## config.mk

```make
export PLATFORM = sky130hd
export DESIGN_NAME = pipeline_hazard_controller
export DESIGN_NICKNAME = d
export VERILOG_FILES = /design/src/rtl/pipeline_hazard_controller.sv
export SDC_FILE = /design/constraint.sdc
export NUM_CORES = 1
export LEC_CHECK = 0
export BUFFER_PORTS_ARGS = -buffer_cell sky130_fd_sc_hd__buf_2
export CAP_MARGIN = 30
export CORE_MARGIN = 8
export CORE_UTILIZATION = 50
export CTS_BUF_LIST = sky130_fd_sc_hd__clkbuf_16
export CTS_CLUSTER_SIZE = 16
export DETAILED_ROUTE_END_ITERATION = 6
export MAX_ROUTING_LAYER = met4
export PLACE_DENSITY = 0.74
export RECOVER_POWER = 50
export REMOVE_ABC_BUFFERS = 1
export SETUP_SLACK_MARGIN = 0.4
export SLEW_MARGIN = 20
export SYNTH_ARGS = -nofsm -noshare
export SYNTH_HDL_FRONTEND = slang
export SYNTH_SLANG_ARGS = --single-unit
```

## constraint.sdc

```tcl
create_clock -name clk -period 2.7 [get_ports clk]
set_clock_uncertainty 0.15 [all_clocks]
set_input_delay 0.405 -clock clk [delete_from_list [all_inputs] [get_ports clk]]
set_output_delay 0.405 -clock clk [all_outputs]
set_load 0.005 [all_outputs]
```

## src/rtl/pipeline_hazard_controller.sv

```systemverilog
// Hazard and sequencing controller for a 5-stage MIPS pipeline.
// Tracks destination registers in a shadow scoreboard to drive stalls, flushes and forwarding selects.
module pipeline_hazard_controller #(
  parameter int CNT_WIDTH = 16
) (
  input  logic                 clk,
  input  logic                 reset,
  input  logic [4:0]           ifid_rs_i,
  input  logic [4:0]           ifid_rt_i,
  input  logic                 ifid_uses_rs_i,
  input  logic                 ifid_uses_rt_i,
  input  logic                 id_reg_write_i,
  input  logic                 id_mem_read_i,
  input  logic [4:0]           id_write_reg_i,
  input  logic                 ex_jump_i,
  input  logic                 mem_branch_taken_i,
  output logic                 pc_enable_o,
  output logic                 ifid_enable_o,
  output logic                 ifid_flush_o,
  output logic                 idex_flush_o,
  output logic                 exmem_flush_o,
  output logic [1:0]           fwd_a_o,
  output logic [1:0]           fwd_b_o,
  output logic                 fwd_id_a_o,
  output logic                 fwd_id_b_o,
  output logic [CNT_WIDTH-1:0] stall_count_o,
  output logic [CNT_WIDTH-1:0] flush_count_o
);

  logic       ex_valid, ex_reg_write, ex_mem_read;
  logic [4:0] ex_dest, ex_rs, ex_rt;
  logic       mem_valid, mem_reg_write, mem_mem_read;
  logic [4:0] mem_dest;
  logic       wb_valid, wb_reg_write;
  logic [4:0] wb_dest;

  logic load_use;
  logic redirect;
  logic stall;
  logic ex_bubble;

  localparam logic [CNT_WIDTH-1:0] CNT_MAX = '1;

  function automatic logic [1:0] ex_select(
    input logic [4:0] src,
    input logic       m_valid, m_reg_write, m_mem_read,
    input logic [4:0] m_dest,
    input logic       w_valid, w_reg_write,
    input logic [4:0] w_dest
  );
    logic [1:0] sel;
    sel = 2'd0;
    if (m_valid && m_reg_write && !m_mem_read && m_dest != 5'd0 && m_dest == src)
      sel = 2'd2;
    else if (w_valid && w_reg_write && w_dest != 5'd0 && w_dest == src)
      sel = 2'd1;
    return sel;
  endfunction

  // A redirect squashes the stalled instruction anyway, so it overrides the stall.
  always_comb begin
    load_use = ex_valid && ex_mem_read && (ex_dest != 5'd0) &&
               ((ifid_uses_rs_i && ifid_rs_i == ex_dest) ||
                (ifid_uses_rt_i && ifid_rt_i == ex_dest));
    redirect  = ex_jump_i || mem_branch_taken_i;
    stall     = load_use && !redirect;
    ex_bubble = stall || redirect;
  end

  always_comb begin
    pc_enable_o   = !stall;
    ifid_enable_o = !stall;
    ifid_flush_o  = redirect && reset;
    idex_flush_o  = redirect && reset;
    exmem_flush_o = mem_branch_taken_i && reset;
  end

  always_comb begin
    fwd_a_o = ex_select(ex_rs, mem_valid, mem_reg_write, mem_mem_read, mem_dest,
                        wb_valid, wb_reg_write, wb_dest);
    fwd_b_o = ex_select(ex_rt, mem_valid, mem_reg_write, mem_mem_read, mem_dest,
                        wb_valid, wb_reg_write, wb_dest);
    fwd_id_a_o = wb_valid && wb_reg_write && (wb_dest != 5'd0) && (wb_dest == ifid_rs_i);
    fwd_id_b_o = wb_valid && wb_reg_write && (wb_dest != 5'd0) && (wb_dest == ifid_rt_i);
  end

  // Bubbles are fully zeroed so a dead EX slot never selects a forwarding path.
  always_ff @(posedge clk or negedge reset) begin
    if (!reset) begin
      ex_valid      <= 1'b0;
      ex_reg_write  <= 1'b0;
      ex_mem_read   <= 1'b0;
      ex_dest       <= 5'd0;
      ex_rs         <= 5'd0;
      ex_rt         <= 5'd0;
    end else if (ex_bubble) begin
      ex_valid      <= 1'b0;
      ex_reg_write  <= 1'b0;
      ex_mem_read   <= 1'b0;
      ex_dest       <= 5'd0;
      ex_rs         <= 5'd0;
      ex_rt         <= 5'd0;
    end else begin
      ex_valid      <= 1'b1;
      ex_reg_write  <= id_reg_write_i;
      ex_mem_read   <= id_mem_read_i;
      ex_dest       <= id_write_reg_i;
      ex_rs         <= ifid_rs_i;
      ex_rt         <= ifid_rt_i;
    end
  end

  always_ff @(posedge clk or negedge reset) begin
    if (!reset) begin
      mem_valid     <= 1'b0;
      mem_reg_write <= 1'b0;
      mem_mem_read  <= 1'b0;
      mem_dest      <= 5'd0;
    end else if (mem_branch_taken_i) begin
      mem_valid     <= 1'b0;
      mem_reg_write <= 1'b0;
      mem_mem_read  <= 1'b0;
      mem_dest      <= 5'd0;
    end else begin
      mem_valid     <= ex_valid;
      mem_reg_write <= ex_reg_write;
      mem_mem_read  <= ex_mem_read;
      mem_dest      <= ex_dest;
    end
  end

  always_ff @(posedge clk or negedge reset) begin
    if (!reset) begin
      wb_valid     <= 1'b0;
      wb_reg_write <= 1'b0;
      wb_dest      <= 5'd0;
    end else begin
      wb_valid     <= mem_valid;
      wb_reg_write <= mem_reg_write;
      wb_dest      <= mem_dest;
    end
  end

  always_ff @(posedge clk or negedge reset) begin
    if (!reset) begin
      stall_count_o <= '0;
      flush_count_o <= '0;
    end else begin
      if (stall && stall_count_o != CNT_MAX)
        stall_count_o <= stall_count_o + 1'b1;
      if (redirect && flush_count_o != CNT_MAX)
        flush_count_o <= flush_count_o + 1'b1;
    end
  end

endmodule

```

* Yosys cells after proc, flatten, opt, wreduce, memory -nomap -nowiden *
Cells that the tools add are included.

storage, ports and cells
  output and inout bits = 43
  register bits after elaboration = 65

cells by class
  reduce and logical (&&, ||, !) cells = 30
  multiplexer cells = 14
  equality and inequality tests = 10
  $add $sub $neg = 2

operators with widths
  operator                                                          count
  5-bit == test                                                     8
  16-bit by 1-bit adder with 16-bit output (second input constant)  2
  16-bit != test (second input constant)                            2
  1-bit logical AND                                                 21
  5-bit two-way mux                                                 4
  5-bit nonzero test                                                3
  1-bit two-way mux                                                 8
  2-bit two-way mux                                                 2
  1-bit zero test                                                   3
  1-bit logical OR                                                  3

* Longest topological paths before layout *
  word-level depth = 7
  gate-level depth with buffers = 6
  gate-level depth less buffers = 6

* Least setup slack after synthesis *
No wires, ideal clock.

  path type = register -> register
  from = register stall_count_o[0]
  to = register stall_count_o[1]
  arrival time = 1.834 ns
  path slack = 0.591 ns
  cell stages (with the launch flop) = 7
  period minus slack after synthesis = 2.109 ns
  cell sequence = dfrtp_1 -> ha_1 -> nand4_1 -> or3_1 -> o311a_4 -> nand2_4 -> mux2_4

between the ends
  word-level cells in the longest chain between the ends = 2
  elaborated cells on any way between the ends = 3

RTL lines
  what                                                                              line  source
  start, declared                                                                   26    output logic [CNT_WIDTH-1:0] stall_count_o,
  start signal, assigned                                                            150   stall_count_o <= stall_count_o + 1'b1;
  branches (longest 2 deep; another with 16-bit by 1-bit adder with 16-bit output)  n/a

Several ways; the timed one is not identified.
A chain may end at the register's enable or synchronous reset.

* Worst setup path after layout *
  from = register wb_dest[4]
  to = output fwd_a_o[0]

between the ends
  word-level cells in the longest chain between the ends = 5
  elaborated cells on any way between the ends = 6

RTL lines
  what                    line  source
  start, declared         35    logic [4:0] wb_dest;
  start signal, assigned  140   wb_dest <= mem_dest;
  5-bit nonzero test      55    else if (w_valid && w_reg_write && w_dest != 5'd0 && w_dest == src)
  1-bit logical AND       55
  1-bit logical AND *     55
  1-bit two-way mux *     55
  2-bit two-way mux *     53    if (m_valid && m_reg_write && !m_mem_read && m_dest != 5'd0 && m_dest == src)
  end, declared           22    output logic [1:0] fwd_a_o,

Mark *: on every way between the ends. The rest lies on a longest branch, timed or not.

==> reports/summary.txt <==
Drt first pass iters -> 7
Lkg Pwr -> 1.91 nW
Buffers on Ports -> 65
H-tree lvl count -> 3
Post-Synth XOR/XNOR Area -> 17.8%
Gr usage total -> 18.0%
Initial DRC Count -> 104
Critical setup path kind -> flip-flop to primary output
Mapped Cells -> 290
Initial Util -> 51.0%
Commonest non-fill, non-tap cells in the layout -> dfrtp_1 (60), xnor2_1 (39), buf_2 (36)
Number of flops mapped to enable cells by yosys -> 0
Pwr per Cell Area -> 650 mW/mm^2
Adder-cell share of the synthesized area -> 0.781%
Worst skew pair latency -> 320 ps
Cell Area, Synth -> 0.00320 mm^2
Sw power -> 0.640 mW
Vias per cell -> 5.39
Commonest non-fill, non-tap cell in the layout -> dfrtp_1
Initial antenna violation count -> 0
Crit path arrival time -> 1930 ps
# diodes -> 0
Final instance area -> 0.00405 mm^2
Root Driver -> clkbuf_16
First-pass GRT wire length -> 12500 um
Die area -> 0.00923 mm^2
Top cell type by total area after synthesis -> dfrtp_1
Clock buffer depth -> 2
Post-Route Utilization -> 64.5%
Worst IR Drop VDD -> 0.000424 V
Crit end category -> primary output
Overflow after GRT -> 0
Post-DP Area -> 0.00358 mm^2
Max-slew headroom -> 47.9%
Filler instances -> 521
Largest net degree at the start of global routing -> 59
Clock slew at reported path FFs -> 50 ps
Placer Congestion -> 0.866
Site Rows -> 29
Max Slew Vio Count -> 0
Class of the worst hold path -> input port to flip-flop
Vias in the first global route -> 2613
Setup TNS Final -> 0 ps
CP startpoint kind -> flip-flop
Worst Path Required -> 2140 ps
Final HPWL DP -> 5340 um
Max Fanout on Critical Path -> 3
Switching share of power -> 24.3%
Mux contribution to synthesized area -> 2.23%
Power share of the combinational group -> 11.6%
Total number of vias -> 2462
Final Hold Fails -> 0
Chip height -> 96.1 um
Boundary pin count -> 66
Antenna-violating nets left -> 0
Maxcap violations -> 0
Routed WL -> 7570 um
Register bit total from synthesis -> 65
Register area share after synthesis -> 50.8%
Main combinational cell family by area after synthesis -> simple AND/OR/NAND/NOR gates
Final nets -> 400
Top FF cell, synth -> dfrtp_1
Mapped Avg Cell Area -> 11.0 um^2
RSZ-0062 raised after global routing -> yes
Area growth syn-to-layout -> 26.3%
Worst-Margin Slew -> 782 ps
Synth warnings -> 0
Sequential power share -> 42.7%
Final Cycle Share -> 92.1%
Core footprint -> 0.00628 mm^2
Clk sinks -> 65
Pint -> 1.99 mW
Synth unique cells -> 37
Power share of the clock group -> 45.8%
Run status -> finished, final reports clean
Setup Viol. Count Final -> 0
Asr flop ratio synth -> 100%
Simple-gate share of the synthesized area -> 21.9%
Final min period -> 2490 ps
Synth Area in Compound Gates -> 4.49%
Cts bufs inserted -> 9
Die X -> 96.1 um
CTS tree -> done
Share of Yosys cell area claimed by the top area cell type -> 50.8%
DRC -> 0
Area contributors post-synth -> dfrtp_1 (51%), xnor2_1 (11%), xor2_1 (7.1%), and2_1 (3.9%), nand3_1 (3.6%)
Drt wl/cell -> 16.6 um
Fmax -> 0.402 GHz
Share of layout cells above drive strength 1 -> 24.2%
## state kept, by name, summed over array words and instances (netlist names)
signal and flops:
ex_rs 5, wb_reg_write 1, mem_mem_read 1, ex_dest 5, ex_valid 1, wb_dest 5, mem_valid 1, mem_reg_write 1
wb_valid 1, ex_mem_read 1, stall_count_o 16, ex_rt 5, mem_dest 5, flush_count_o 16, ex_reg_write 1
## kinds of logic (layout without fill, tap and decap cells)
logic type      after synthesis  after routing
mux                           6              6
fa+ha+maj                     2              2
simple gates                124            124
flops                        65             65
compound gates               15             15
xor+xnor                     65             65
buf+inv                      13            103
## Yosys cell counts, drive strengths merged (3+ instances only)
cell type	number
and2	20
nor3	6
nor4	8
xor2	26
and4	3
o21ai	3
mux2	6
a21oi	6
nand2	16
and3	8
nand4	11
nor2	9
clkbuf	5
nor2b	8
xnor2	39
dfrtp	65
buf	6
or4	5
nand3	23
## path summary, 6_finish.rpt
path	startpoint	to	slack, ps	cells past startpoint
max	wb_dest[4]	fwd_a_o[0]	210	5
min	id_write_reg_i[2]	ex_dest[2]	140	2
max reg2reg	stall_count_o[0]	stall_count_o[1]	480	6
min reg2reg	mem_valid	wb_valid	220	0
max in group asynchronous	reset	wb_dest[0]	680	3
min in group asynchronous	reset	flush_count_o[5]	450	2
## layer usage
metal  GRT usage, %  vias to the layer above  part of all wire, %
met4           7.55                        0                  1.5
met5              -                        -                    0
met3           3.28                       11                  5.7
met2           29.4                       67                   51
met1           21.2                     1211                   41
li1               -                     1173                    -
## stage by stage
step	worst slack, ps	hold slack, ps	instances	power (mW)
final	213	140	457	2.63
after global routing	138	136	457	2.75
after CTS	260	137	451	2.66
after detailed placement	427	118	423	1.44
after global placement	387	114	423	1.43
after floorplan	590	-40.6	279	1.29
## cell type report
type	count	area, um^2	area share [%]
well taps	77	96.3	2.38
clock inverters	7	86.3	2.13
repair buffers	85	442	10.9
multi-input cells	212	1560	38.5
clock buffers	9	225	5.56
inverters	2	7.51	0.185
flip-flops and latches	65	1630	40.3
## power by group through the flow
stage / clock [mW] / combinational, mW / sequential [mW]
CTS: 1.22 / 0.313 / 1.12
finish: 1.20 / 0.304 / 1.12
floorplan: 0 / 0.160 / 1.13
global route: 1.27 / 0.343 / 1.14
detailed placement: 0 / 0.299 / 1.14
global placement: 0 / 0.294 / 1.14
## worst max-delay path, stage by stage, from the launching register on
cell     delay [ps]
dfrtp_2         420
buf_6           120
xor2_1          150
or4_1           520
nor4_2          260
buf_2           140
## timing repair
action / in CTS / in global routing
setup endpoints to repair: 6 / 9
hold buffers: 1 / 0
pin swaps: 4 / 7
endpoints found under the hold margin: 7 / 0
buffers inserted: 11 / 6
gates resized for setup: 6 / 11
Power figures use the tool's default switching activity.
